## config.mk

```make
export PLATFORM = sky130hd
export DESIGN_NAME = alu_issue_stage_flat
export DESIGN_NICKNAME = d
export VERILOG_FILES = /design/src/rtl/alu_issue_stage_pkg.sv /design/src/rtl/alu_issue_stage_if.sv /design/src/rtl/alu_ctrl_decode.sv /design/src/rtl/alu_issue_stage.sv /design/src/flat_wrapper.sv
export SDC_FILE = /design/constraint.sdc
export NUM_CORES = 1
export LEC_CHECK = 0
export CAP_MARGIN = 20
export CORE_ASPECT_RATIO = 1.25
export CORE_MARGIN = 2
export CORE_UTILIZATION = 51
export DETAILED_ROUTE_END_ITERATION = 10
export PLACE_DENSITY = 0.8
export SETUP_SLACK_MARGIN = 0.4
export SLEW_MARGIN = 20
export SYNTH_ARGS = -nofsm -noshare
export SYNTH_HDL_FRONTEND = slang
export SYNTH_SLANG_ARGS = --single-unit
```

## constraint.sdc

```tcl
create_clock -name clk -period 3 [get_ports clk]
set_clock_uncertainty 0.15 [all_clocks]
set_input_delay 0.3 -clock clk [delete_from_list [all_inputs] [get_ports clk]]
set_output_delay 0.3 -clock clk [all_outputs]
set_load 0.01 [all_outputs]
```

## src/rtl/alu_issue_stage_pkg.sv

```systemverilog
// Shared ALU encodings: control codes, alu_op classes and funct3 values.
// Used by the issue stage and by the ALU that consumes its entries.
package alu_issue_stage_pkg;

  localparam int ALU_DATA_W = 8;
  localparam int ALU_DEPTH  = 2;

  localparam logic [3:0] ALU_AND     = 4'b0000;
  localparam logic [3:0] ALU_OR      = 4'b0001;
  localparam logic [3:0] ALU_ADD     = 4'b0010;
  localparam logic [3:0] ALU_XOR     = 4'b0011;
  localparam logic [3:0] ALU_NOT     = 4'b0100;
  localparam logic [3:0] ALU_SUB     = 4'b0110;
  localparam logic [3:0] ALU_JUMP    = 4'b1000;
  localparam logic [3:0] ALU_ILLEGAL = 4'b1111;

  localparam logic [1:0] OP_LS  = 2'b00;
  localparam logic [1:0] OP_BR  = 2'b01;
  localparam logic [1:0] OP_RT  = 2'b10;
  localparam logic [1:0] OP_JMP = 2'b11;

  localparam logic [2:0] F3_ADD_SUB = 3'b000;
  localparam logic [2:0] F3_XOR     = 3'b100;
  localparam logic [2:0] F3_NOT     = 3'b101;
  localparam logic [2:0] F3_OR      = 3'b110;
  localparam logic [2:0] F3_AND     = 3'b111;

endpackage

```

## src/rtl/alu_issue_stage_if.sv

```systemverilog
// ID-to-issue and issue-to-EX signal bundle. The master side is the pipeline
// around the issue stage (ID producer plus EX consumer); the slave side is the stage.
interface alu_issue_stage_if #(
  parameter int DATA_W = 8
);
  logic              flush;
  logic              in_valid;
  logic              in_ready;
  logic [1:0]        alu_op;
  logic [2:0]        funct3;
  logic              funct7b5;
  logic              alu_src;
  logic              is_itype;
  logic [DATA_W-1:0] rs1_val;
  logic [DATA_W-1:0] rs2_val;
  logic [DATA_W-1:0] imm;
  logic              out_valid;
  logic              out_ready;
  logic [DATA_W-1:0] data1;
  logic [DATA_W-1:0] data2;
  logic [3:0]        ALU_control;
  logic              illegal;
  logic [7:0]        illegal_count;

  modport master (
    output flush, in_valid, alu_op, funct3, funct7b5, alu_src, is_itype,
           rs1_val, rs2_val, imm, out_ready,
    input  in_ready, out_valid, data1, data2, ALU_control, illegal, illegal_count
  );

  modport slave (
    input  flush, in_valid, alu_op, funct3, funct7b5, alu_src, is_itype,
           rs1_val, rs2_val, imm, out_ready,
    output in_ready, out_valid, data1, data2, ALU_control, illegal, illegal_count
  );

endinterface

```

## src/rtl/alu_ctrl_decode.sv

```systemverilog
// Combinational ALU control decoder: alu_op class plus function fields
// produce the 4-bit ALU code and an illegal-function flag.
module alu_ctrl_decode
  import alu_issue_stage_pkg::*;
(
  input  logic [1:0] alu_op_i,
  input  logic [2:0] funct3_i,
  input  logic       funct7b5_i,
  input  logic       is_itype_i,
  output logic [3:0] alu_control_o,
  output logic       illegal_o
);

  always_comb begin
    // NOTE: every output gets a default before the case so no path infers a latch.
    alu_control_o = ALU_ILLEGAL;
    illegal_o     = 1'b0;
    unique case (alu_op_i)
      OP_LS:  alu_control_o = ALU_ADD;
      OP_BR:  alu_control_o = ALU_SUB;
      OP_JMP: alu_control_o = ALU_JUMP;
      OP_RT: begin
        case (funct3_i)
          // I-type ops reuse funct7 bits as immediate, so SUB needs R-type.
          F3_ADD_SUB: alu_control_o = (funct7b5_i && !is_itype_i) ? ALU_SUB : ALU_ADD;
          F3_AND:     alu_control_o = ALU_AND;
          F3_OR:      alu_control_o = ALU_OR;
          F3_XOR:     alu_control_o = ALU_XOR;
          F3_NOT:     alu_control_o = ALU_NOT;
          default: begin
            alu_control_o = ALU_ILLEGAL;
            illegal_o     = 1'b1;
          end
        endcase
      end
      default: alu_control_o = ALU_ILLEGAL;
    endcase
  end

endmodule

```

## src/rtl/alu_issue_stage.sv

```systemverilog
// Two-entry issue buffer between ID and the ALU: decodes and selects operands
// on entry, presents the head to EX, and counts accepted illegal entries.
module alu_issue_stage
  import alu_issue_stage_pkg::*;
#(
  parameter int DATA_W = ALU_DATA_W
) (
  input  logic              clk,
  input  logic              reset,
  alu_issue_stage_if.slave  bus
);

  typedef struct packed {
    logic [DATA_W-1:0] data1;
    logic [DATA_W-1:0] data2;
    logic [3:0]        ctrl;
    logic              illegal;
  } entry_t;

  localparam entry_t ENTRY_RST = '{data1: '0, data2: '0, ctrl: ALU_ILLEGAL, illegal: 1'b0};

  logic [3:0] dec_ctrl;
  logic       dec_illegal;
  entry_t     new_entry;
  entry_t     head;

  entry_t     entry_q [2];
  entry_t     hold_q, hold_d;
  logic [1:0] count_q, count_d;
  logic       wr_ptr_q, wr_ptr_d;
  logic       rd_ptr_q, rd_ptr_d;
  logic [7:0] ill_cnt_q, ill_cnt_d;
  logic       push, pop;

  alu_ctrl_decode u_decode (
    .alu_op_i      (bus.alu_op),
    .funct3_i      (bus.funct3),
    .funct7b5_i    (bus.funct7b5),
    .is_itype_i    (bus.is_itype),
    .alu_control_o (dec_ctrl),
    .illegal_o     (dec_illegal)
  );

  assign new_entry = '{data1:   bus.rs1_val,
                       data2:   bus.alu_src ? bus.imm : bus.rs2_val,
                       ctrl:    dec_ctrl,
                       illegal: dec_illegal};

  // in_ready comes from registered count only, so out_ready never reaches it.
  assign bus.in_ready  = (count_q < 2'd2);
  assign bus.out_valid = (count_q != 2'd0);
  assign push          = bus.in_valid  & bus.in_ready & ~bus.flush;
  assign pop           = bus.out_valid & bus.out_ready & ~bus.flush;

  // When empty, show the last presented head rather than a stale slot.
  assign head              = bus.out_valid ? entry_q[rd_ptr_q] : hold_q;
  assign bus.data1         = head.data1;
  assign bus.data2         = head.data2;
  assign bus.ALU_control   = head.ctrl;
  assign bus.illegal       = head.illegal;
  assign bus.illegal_count = ill_cnt_q;

  always_comb begin
    count_d   = count_q;
    wr_ptr_d  = wr_ptr_q;
    rd_ptr_d  = rd_ptr_q;
    ill_cnt_d = ill_cnt_q;
    hold_d    = head;
    if (bus.flush) begin
      count_d  = 2'd0;
      wr_ptr_d = 1'b0;
      rd_ptr_d = 1'b0;
    end else begin
      if (push) wr_ptr_d = ~wr_ptr_q;
      if (pop)  rd_ptr_d = ~rd_ptr_q;
      count_d = count_q + {1'b0, push} - {1'b0, pop};
      if (push && dec_illegal && (ill_cnt_q != 8'hFF)) ill_cnt_d = ill_cnt_q + 8'd1;
    end
  end

  always_ff @(posedge clk or posedge reset) begin
    // NOTE: state registers use non-blocking assignments so every flop samples pre-edge values.
    if (reset) begin
      count_q   <= 2'd0;
      wr_ptr_q  <= 1'b0;
      rd_ptr_q  <= 1'b0;
      ill_cnt_q <= 8'd0;
      hold_q    <= ENTRY_RST;
    end else begin
      count_q   <= count_d;
      wr_ptr_q  <= wr_ptr_d;
      rd_ptr_q  <= rd_ptr_d;
      ill_cnt_q <= ill_cnt_d;
      hold_q    <= hold_d;
    end
  end

  // NOTE: the entry array is reset on purpose; outputs must show defined reset values.
  always_ff @(posedge clk or posedge reset) begin
    if (reset) begin
      entry_q[0] <= ENTRY_RST;
      entry_q[1] <= ENTRY_RST;
    end else if (push) begin
      entry_q[wr_ptr_q] <= new_entry;
    end
  end

endmodule
```

## src/flat_wrapper.sv

```systemverilog
// flat-port wrapper written by rule: the top's interface ports become plain ports
module alu_issue_stage_flat import alu_issue_stage_pkg::*;
#(
  parameter int DATA_W = ALU_DATA_W
)
  (clk, reset, bus_flush, bus_in_valid, bus_alu_op, bus_funct3, bus_funct7b5, bus_alu_src, bus_is_itype, bus_rs1_val, bus_rs2_val, bus_imm, bus_out_ready, bus_in_ready, bus_out_valid, bus_data1, bus_data2, bus_ALU_control, bus_illegal, bus_illegal_count);
  alu_issue_stage_if #(.DATA_W(DATA_W)) bus_i ();
  input  logic clk;
  input  logic reset;
  input wire logic [$bits(bus_i.flush)-1:0] bus_flush;
  input wire logic [$bits(bus_i.in_valid)-1:0] bus_in_valid;
  input wire logic [$bits(bus_i.alu_op)-1:0] bus_alu_op;
  input wire logic [$bits(bus_i.funct3)-1:0] bus_funct3;
  input wire logic [$bits(bus_i.funct7b5)-1:0] bus_funct7b5;
  input wire logic [$bits(bus_i.alu_src)-1:0] bus_alu_src;
  input wire logic [$bits(bus_i.is_itype)-1:0] bus_is_itype;
  input wire logic [$bits(bus_i.rs1_val)-1:0] bus_rs1_val;
  input wire logic [$bits(bus_i.rs2_val)-1:0] bus_rs2_val;
  input wire logic [$bits(bus_i.imm)-1:0] bus_imm;
  input wire logic [$bits(bus_i.out_ready)-1:0] bus_out_ready;
  output wire logic [$bits(bus_i.in_ready)-1:0] bus_in_ready;
  output wire logic [$bits(bus_i.out_valid)-1:0] bus_out_valid;
  output wire logic [$bits(bus_i.data1)-1:0] bus_data1;
  output wire logic [$bits(bus_i.data2)-1:0] bus_data2;
  output wire logic [$bits(bus_i.ALU_control)-1:0] bus_ALU_control;
  output wire logic [$bits(bus_i.illegal)-1:0] bus_illegal;
  output wire logic [$bits(bus_i.illegal_count)-1:0] bus_illegal_count;
  assign bus_i.flush = bus_flush;
  assign bus_i.in_valid = bus_in_valid;
  assign bus_i.alu_op = bus_alu_op;
  assign bus_i.funct3 = bus_funct3;
  assign bus_i.funct7b5 = bus_funct7b5;
  assign bus_i.alu_src = bus_alu_src;
  assign bus_i.is_itype = bus_is_itype;
  assign bus_i.rs1_val = bus_rs1_val;
  assign bus_i.rs2_val = bus_rs2_val;
  assign bus_i.imm = bus_imm;
  assign bus_i.out_ready = bus_out_ready;
  assign bus_in_ready = bus_i.in_ready;
  assign bus_out_valid = bus_i.out_valid;
  assign bus_data1 = bus_i.data1;
  assign bus_data2 = bus_i.data2;
  assign bus_ALU_control = bus_i.ALU_control;
  assign bus_illegal = bus_i.illegal;
  assign bus_illegal_count = bus_i.illegal_count;
  alu_issue_stage #(.DATA_W(DATA_W)) u_core (.clk(clk), .reset(reset), .bus(bus_i));
endmodule
```

# --- Word level (Yosys, flattened, before mapping) ---
# Index checks and enable logic that the tools add are counted.
totals:
  regBits: 75
  inputBits: 37
  out_inout_bits: 31
  word_cells: 70
op_classes:
  n_addsub: 3
  n_lt_le_gt_ge: 4
  n_eq_ne: 8
  n_mux: 18
  n_bitwise: 9
  n_reduce_logical: 12
op_table:
  columns: ["op", "n"]
  rows:
  - ["$mux 21", 5]
  - ["$bwmux 42", 1]
  - ["$demux 21 s1", 1]
  - ["$pmux 4 s5", 1]
  - ["$pmux 4 s4", 1]
  - ["$eq 3x3->1 const B", 4]
  - ["$add 8x1->8 const B", 1]
  - ["$mux 8", 1]
  - ["$ne 8x8->1 const B", 1]
  - ["$mux 1", 6]
  - ["$reduce_bool 2->1", 3]
  - ["$reduce_or 5->1", 1]
  - ["$and 1x1->1", 4]
  - ["$eq 2x2->1 const B", 2]
  - ["$ge 2x2->1 const B", 2]
  - ["$logic_and 1x1->1", 4]
  - ["$not 1->2", 2]
  - ["$logic_not 3->1", 1]
  - ["$mux 3", 1]
  - ["$not 1->1", 3]
  - ["$add 2x1->2", 1]
  - ["$eq 2x1->1 const B", 1]
  - ["$logic_not 2->1", 1]
  - ["$lt 2x1->1 const B", 1]
  - ["other kinds (5)", 5]

# --- Depth between registers and ports, before layout ---
# Gate-level depths: netlist (run 1).
logic_depth:
  depth_word: 7
  ltp_mapped: 9
  ltp_nobuf: 8

# --- Cells and area by module ---
# Synthesis (run 1) repeated with hierarchy kept, for this count alone.
unflattened:
  hier_cells: 283
  hier_area_um2: 3358.2
modules_own_cells:
  columns: ["mod", "instances", "cells_per_inst", "area_each_um2", "seq_area_each_um2"]
  rows:
  - ["alu_issue_stage", 1, 268, 3271.9, 1891.8]
  - ["alu_ctrl_decode", 1, 15, 86.3, 0.0]

# --- Worst setup path after synthesis (run 1) ---
# OpenSTA, ideal clock, no wires.
synth_timing:
  kind: "reg2reg"
  start: "register u_core.count_q[1]"
  end: "register u_core.count_q[0]"
  setup_time_ns: 0.118
  arrival_time_ns: 1.669
  required_time_ns: 2.732
  path_slack_ns: 1.063
  path_stages_with_launch: 9
  n_path_buf: 1
  synth_period_minus_slack_ns: 1.937
  path_cell_list: "dfrtp_1 or2_2 clkbuf_1 nand2_1 nor2_1 ha_1 inv_1 ha_1 nor2b_1"
synth_between:
  elab_chain_len: 6
  word_cells_on_any_way: 9
  cone_classes: "2 x add/sub; 1 x order compare; 1 x mux; 4 x bitwise; 1 x reduce/logical"
synth_rtl:
  columns: ["item", "line_no", "rtl"]
  rows:
  - ["from (decl)", "alu_issue_stage.sv:29", "logic [1:0] count_q, count_d;"]
  - ["from (signal assigned)", "alu_issue_stage.sv:90", "count_q <= count_d;"]
  - ["$lt 2x2->1", "alu_issue_stage.sv:50", "assign bus.in_ready = (count_q < 2'd2);"]
  - ["$and 1x1->1 (2 in series)", "alu_issue_stage.sv:52", "assign push = bus.in_valid & bus.in_ready & ~bus.flush;"]
  - ["$add 2x1->2", "alu_issue_stage.sv:76", "count_d = count_q + {1'b0, push} - {1'b0, pop};"]
  - ["$sub 2x1->2 *", "alu_issue_stage.sv:76", null]
  - ["$mux 2 *", "alu_issue_stage.sv:69", "if (bus.flush) begin"]
  - ["named net u_core.count_d[0]", "alu_issue_stage.sv:29", null]
# The timed path passes the listed nets; every way through them passes the cells marked *.
# A chain may end at the register's enable or synchronous reset.

# --- Final worst setup path (run 1) ---
layout_timing:
  start: "register u_core.count_q[1]"
  end: "output bus_data2[7]"
layout_between:
  elab_chain_len: 2
layout_rtl:
  columns: ["item", "line_no", "rtl"]
  rows:
  - ["$reduce_bool 2->1", "alu_issue_stage.sv:51", "assign bus.out_valid = (count_q != 2'd0);"]
  - ["$mux 21", "alu_issue_stage.sv:56", "assign head = bus.out_valid ? entry_q[rd_ptr_q] : hold_q;"]
  - ["to (decl)", "flat_wrapper.sv:24", "output wire logic [$bits(bus_i.data2)-1:0] bus_data2;"]
# Every way passes these cells.

==> impl_metrics.tcl, run 1 <==
set metrics [dict create \
    synth_top_area_share_pct 47.7 \
    hold_ws_ns 0.218 \
    rsz0062_at_grt "yes" \
    arrival_ns 2.05 \
    cts_setup_buffers 0 \
    drive_above_1_share_pct 11.4 \
    r2r-end "u_core.count_q[1]$_DFF_PP0_" \
    hp-class "in -> async" \
    worst_setup_path_end_kind "output port" \
    die-area_um2 7150 \
    h-tree-depth 3 \
    insertion_delay_ns 0.35 \
    slew_violations 0 \
    fp.dieH_um 94.0 \
    gp_congestion 0.753 \
    wl_met1_um 3040 \
    cp_cell_sequence "or2_4 -> a21oi_1 -> clkdlybuf4s50_1" \
    p_total_mw 3.97 \
    core-area_um2 6210 \
    setup_viol 0 \
    worst_slew_pin_slew_ns 0.648 \
    route.vias.total 2559 \
    overflow 0 \
    synthesis.nets 368 \
    ir_drop_v 0.000622 \
    max_stage_delay_ns 0.58 \
    slew_headroom_pct 56.7 \
    syn-cell-area_um2 3310 \
    io_buffer_count 67 \
    start_util_pct 53.3 \
    clk_path_buf_depth 2 \
    seq_area_um2 1890 \
    synth-seq-cells 75 \
    cts-root-buf "clkbuf_8" \
    yosys_warnings 0 \
    path_clk_slew_ns 0.07 \
    area_growth_pct 30.4 \
    maxCapViolCount 0 \
    drtIter0Drc 169 \
    fmax_ghz 0.400 \
    cts_tree "done" \
    timing.final.hold_violations 0 \
    period_share_pct 83.3 \
    grt_usage_pct 21.4 \
    fp-row-count 32 \
    reg2reg_depth 8 \
    startpoint_type "flip-flop" \
    synth_area_leader_cell "dfrtp_1" \
    timing.setup.tns_ns 0 \
    synth.area.top_cells "dfrtp_1 (48%), dfstp_2 (9.5%), mux2i_1 (8.8%)" \
    period_minus_slack_ns 2.50 \
    grt_max_degree 47 \
    avgRoutedWirePerCell_um 14.6 \
    crit_slowest_cell "clkdlybuf4s50_1" \
    highest_layer "met4" \
    worstPathRequired_ns 2.55 \
    antenna_found_initial 0 \
    multi_input_area_um2 1340 \
    drtPass1Iterations 4 \
    rr_startpoint "u_core.count_q[1]$_DFF_PP0_" \
    worstSetupPathType "reg -> out" \
    synth-seq-area-share_pct 57.2 \
    cts_made_buffers 9 \
    rrSetupSlack_ns 0.93 \
    diodes 0 \
    viasPerCell 5.24 \
    drt.antenna.violating_nets 0 \
    wirelength_um 7140 \
    drc 0 \
    syn_inst 328 \
    power.leakage_nw 1.93 \
    status "completed" \
    power_density_nw_per_um2 920 \
    dr_wl_met2_um 3560 \
    cp_max_fo 22 \
    dp_hpwl_um 4590 \
    syn_area_per_cell_um2 10.1 \
    fill_cells 461 \
    die_x_um 76.0 \
    met3_length_um 372 \
    synth.distinct_cells 30 \
    grt_pass1_wl_um 11900 \
    fin_nets 438 \
    clock-sinks 75 \
    io_pins 68 \
    grt_pass1_vias 2550 \
]
==> worst max-delay path, delay by kind of cell (launching register included) <==
kind	cells	cell delay (ns)
flops	1	0.48
simple gates	1	0.41
buf+inv	1	0.58
compound gates	1	0.22
==> flip-flops by register name (all words and copies together) (netlist names) <==
name                      cells
u_core.wr_ptr_q               1
u_core.bus.illegal_count      8
u_core.hold_q                21
u_core.entry_q               42
u_core.rd_ptr_q               1
u_core.count_q                2
==> area by class of cell <==
| class | count | share of cell area [%] |
|---|---|---|
| clock inverters | 5 | 1.80 |
| repair buffers | 74 | 17.1 |
| multi-input cells | 231 | 31.1 |
| inverters | 7 | 0.609 |
| well taps | 85 | 2.46 |
| clock buffers | 11 | 3.04 |
| flip-flops and latches | 75 | 43.8 |
==> per-layer routing <==
metal | up-vias | global-route usage [%]
met1 | 1251 | 27.1
li1 | 1226 | -
met3 | 14 | 5.29
met2 | 68 | 35.4
met4 | 0 | 9.09
met5 | - | 0
==> metrics by stage <==
step	area [um2]	instances	util (%)	setup slack, ns
after global placement	4080	470	65.7	0.570
after detailed placement	4080	470	65.7	0.527
after global routing	4320	488	69.5	0.395
after CTS	4300	487	69.3	0.397
after floorplan	3310	328	-	0.660
final	4320	488	69.5	0.500
==> worst max-delay path by stage <==
stage / start / endpoint / slack, ns
final: u_core.count_q[1]$_DFF_PP0_ / bus_data2[7] / 0.50
after global routing: u_core.rd_ptr_q$_DFFE_PP0P_ / bus_illegal / 0.39
after CTS: u_core.rd_ptr_q$_DFFE_PP0P_ / bus_ALU_control[2] / 0.40
after detailed placement: u_core.count_q[1]$_DFF_PP0_ / bus_ALU_control[2] / 0.53
after global placement: u_core.count_q[1]$_DFF_PP0_ / bus_ALU_control[2] / 0.57
after floorplan: reset / u_core.bus.illegal_count[0]$_DFFE_PP0P_ / 0.66
==> cell families (layout without fill, tap and decap cells) <==
logic type	count (synthesis)	count (layout)	synth area share (%)
buf+inv	24	97	2.95
fa+ha+maj	3	3	1.13
compound gates	56	56	8.85
mux	30	30	9.12
simple gates	130	132	18.1
flops	75	75	57.2
xor+xnor	10	10	2.65
==> cells in the final DEF (no fill, tap or decap), drive strengths merged, types with 2 or more instances in the layout <==
cell           instances
nand3                  4
ha                     3
mux2i                 29
clkinv                 2
bufinv                 2
xnor2                  2
dfstp                 12
nor3                   3
nor4                   3
clkbuf                11
nor3b                  3
nor2b                  7
clkdlybuf4s50         67
a21oi                 25
nand2                 77
o21ai                 27
or2                    3
xor2                   8
nor2                  28
buf                    7
inv                    7
nand4                  2
dfrtp                 63
==> power by group <==
| group | internal [mW] | switching [mW] | leakage (nW) |
|---|---|---|---|
| clock network | 0.466 | 0.360 | 0.103 |
| logic | 0.745 | 0.727 | 0.920 |
| registers | 1.46 | 0.207 | 0.902 |
==> cell usage after synthesis <==
library cell and n:
nor3b_4 1, a21boi_0 1, a21oi_1 25, o31ai_1 1, dfrtp_1 63, ha_1 3
nand4_1 2, mux2_2 1, xor2_1 8, nand3_1 3, o21a_1 1, and2_1 1
nor4_2 3, inv_1 7, nor2b_1 7, xnor2_1 2, nor3_1 2, dfstp_2 12
clkbuf_1 11, nand3_4 1, nand2b_1 1, mux2i_1 29, o21ai_0 27, buf_2 6
nor2_1 28, nor3b_1 2, nand2_1 77, o21ba_2 1, nor3_4 1, or2_2 1
==> repair_timing <==
item                                    4_1_cts  5_1_grt
pin swaps                                     1        1
resized for setup                             2        3
gates cloned                                  1        1
endpoints found under the setup margin       22       19
endpoints found under the hold margin         0        0
hold buffers                                  0        0
(Power assumes the default switching activity.)
==> run 2, diff against run 1 <==
--- a/config.mk
+++ b/config.mk
@@ -8,9 +8,9 @@
 export CAP_MARGIN = 20
 export CORE_ASPECT_RATIO = 1.25
 export CORE_MARGIN = 2
-export CORE_UTILIZATION = 51
+export CORE_UTILIZATION = 46
 export DETAILED_ROUTE_END_ITERATION = 10
-export PLACE_DENSITY = 0.8
+export PLACE_DENSITY = 0.76
 export SETUP_SLACK_MARGIN = 0.4
 export SLEW_MARGIN = 20
 export SYNTH_ARGS = -nofsm -noshare
==> constraint.sdc (replaced) <==
create_clock -name clk -period 2.1 [get_ports clk]
set_clock_uncertainty 0.15 [all_clocks]
set_input_delay 0.21 -clock clk [delete_from_list [all_inputs] [get_ports clk]]
set_output_delay 0.21 -clock clk [all_outputs]
set_load 0.01 [all_outputs]
==> run 2 against run 1 <==
Clock power rose by 57%. Global-route usage rose by 3.4 points. Critical path depth rose by 3. Largest cell class is now multi-input gates. Worst setup slack got worse by 0.42 ns. Clock-buffer cell count rose by 1. Register-to-register slack got worse by 0.78 ns. Non-clock buffer count rose by 48. Wire length rose by 63%. Sequential power rose by 60%. Critical endpoint is now bus_illegal. Highest routed layer unchanged.
==> impl_metrics.tcl, run 2 (synthesis results as in run 1) <==
set metrics [dict create \
    die-area_um2 7890 \
    post_dp_cell_area_um2 4200 \
    fin_cells 541 \
    insertion_delay_ns 0.37 \
    area_growth_pct 71.7 \
    hp-class "in -> async" \
    worst_setup_path_end_kind "output port" \
    seq_power_share_pct 35.9 \
    drtIter0Drc 208 \
    h-tree-depth 3 \
    drtPass1Iterations 4 \
    startpoint_type "flip-flop" \
    timing.final.hold_violations 0 \
    slew_headroom_pct 62.5 \
    power.leakage_nw 2.51 \
    gp_congestion 0.788 \
    swShare_pct 38.5 \
    arrival_ns 1.66 \
    rsz0062_at_grt "yes" \
    overflow 0 \
    cts-root-buf "clkbuf_8" \
    drt.antenna.violating_nets 0 \
    io_pins 68 \
    grt_pass1_vias 3068 \
    dp_hpwl_um 4770 \
    fp-row-count 34 \
    dp_cells 483 \
    layout_common_cells "dfrtp_1 (58), clkdlybuf4s50_1 (39), nand2_1 (29)" \
    period_share_pct 96.1 \
    slew_violations 0 \
    grt_pass1_wl_um 14900 \
    io_buffer_count 67 \
    worst_slew_pin_slew_ns 0.556 \
    power_density_nw_per_um2 1310 \
    timing.setup.tns_ns 0 \
    p_comb_share_pct 46.7 \
    p_sw_mw 2.86 \
    worstSetupPathType "reg -> out" \
    antenna_found_initial 0 \
    wirelength_um 11700 \
    status "completed" \
    cts_tree "done" \
    core-area_um2 6980 \
    drc 0 \
    fmax_ghz 0.495 \
    fin_ws_ns 0.0815 \
    ir_drop_v 0.000973 \
    route.vias.total 3114 \
    maxCapViolCount 0 \
    layout_commonest_cell "dfrtp_1" \
    fin_nets 486 \
    setup_viol 0 \
    largest_register_ffs 42 \
    viasPerCell 5.76 \
    hold_ws_ns 0.147 \
    clock-sinks 75 \
    start_util_pct 47.4 \
    worstPathRequired_ns 1.74 \
    cts_made_buffers 9 \
    avgRoutedWirePerCell_um 21.5 \
    power.internal_mw 4.57 \
    p_clk_share_pct 17.5 \
    design_area_um2 5680 \
    diodes 0 \
    path_clk_slew_ns 0.08 \
    period_minus_slack_ns 2.02 \
    grt_max_degree 76 \
    cp_max_fo 4 \
    grt_usage_pct 24.7 \
    drive_above_1_share_pct 55.7 \
    pre_cts_slack_ns 0.0969 \
    finish.utilization_pct 81.4 \
    die_x_um 79.9 \
    cts_hold_buf 0 \
    regMostFlops "u_core.entry_q" \
    p_total_mw 7.43 \
    clk_path_buf_depth 2 \
    fp.dieH_um 98.8 \
]
## run 2: cell types whose count changed in the layout (fill, tap and decap cells not counted), moves of 14 or more
cell             before  now
nand2_1              77   29
clkdlybuf4s50_1      67   39
nand2_2               0   24
o21ai_0              27    3
nand2_4               0   23
a21oi_1              24    2
nor2_1               28    7
o21ai_2               0   20
buf_2                 0   18
buf_4                 5   22
buf_6                 1   17
a21oi_2               1   15
## run 2: repair_timing
action                     CTS  global route
hold endpoints to repair     0             0
buffers inserted            19            11
resized for setup          169           175
pin swaps                   16            71
cloned                       8             4
setup endpoints to repair   66            80
## run 2: cell type report
type                    instances  area [um2]
multi-input cells             231        2050
well taps                      90         113
repair buffers                122        1360
clock inverters                 4        72.6
fillers                       351        1300
flip-flops and latches         75        1900
inverters                       7        30.0
clock buffers                  12         155
## run 2: power by group through the flow
stage / combinational (mW) / clock [mW] / sequential [mW]
final: 3.47 / 1.30 / 2.67
after global routing: 3.69 / 1.35 / 2.70
after CTS: 2.59 / 1.28 / 2.40
after detailed placement: 2.19 / 0 / 2.41
after global placement: 2.13 / 0 / 2.37
after floorplan: 1.18 / 0 / 2.34
## run 2: path summary, 6_finish.rpt
path / startpoint / to / slack (ns) / cells after the start
worst max-delay path: u_core.count_q[0]$_DFF_PP0_ / bus_illegal / 0.08 / 6
worst min-delay path: reset / u_core.entry_q[18]$_DFFE_PP0P_ / 0.15 / 3
worst max register to register: u_core.count_q[1]$_DFF_PP0_ / u_core.bus.illegal_count[2]$_DFFE_PP0P_ / 0.15 / 8
worst min register to register: u_core.entry_q[23]$_DFFE_PP1P_ / u_core.entry_q[23]$_DFFE_PP1P_ / 0.33 / 2
max in group asynchronous: reset / u_core.hold_q[1]$_DFF_PP1_ / 1.31 / 3
min in group clk: bus_rs1_val[0] / u_core.entry_q[34]$_DFFE_PP0P_ / 0.28 / 3
## run 2: critical path, cell delays in order, from the launching register on
cell	delay, ns
dfrtp_1	0.43
buf_6	0.14
or2_4	0.28
buf_12	0.14
nor2_4	0.08
a21oi_2	0.05
buf_2	0.16
## run 2: per-layer routing
layer  vias to the layer above  global-route usage [%]  routed length (um)
li1                       1332                       -                   -
met1                      1606                    29.0                4390
met2                       132                    42.9                6170
met3                        44                    5.77                 634
met4                         0                    11.0                 453
met5                         -                       0                   0
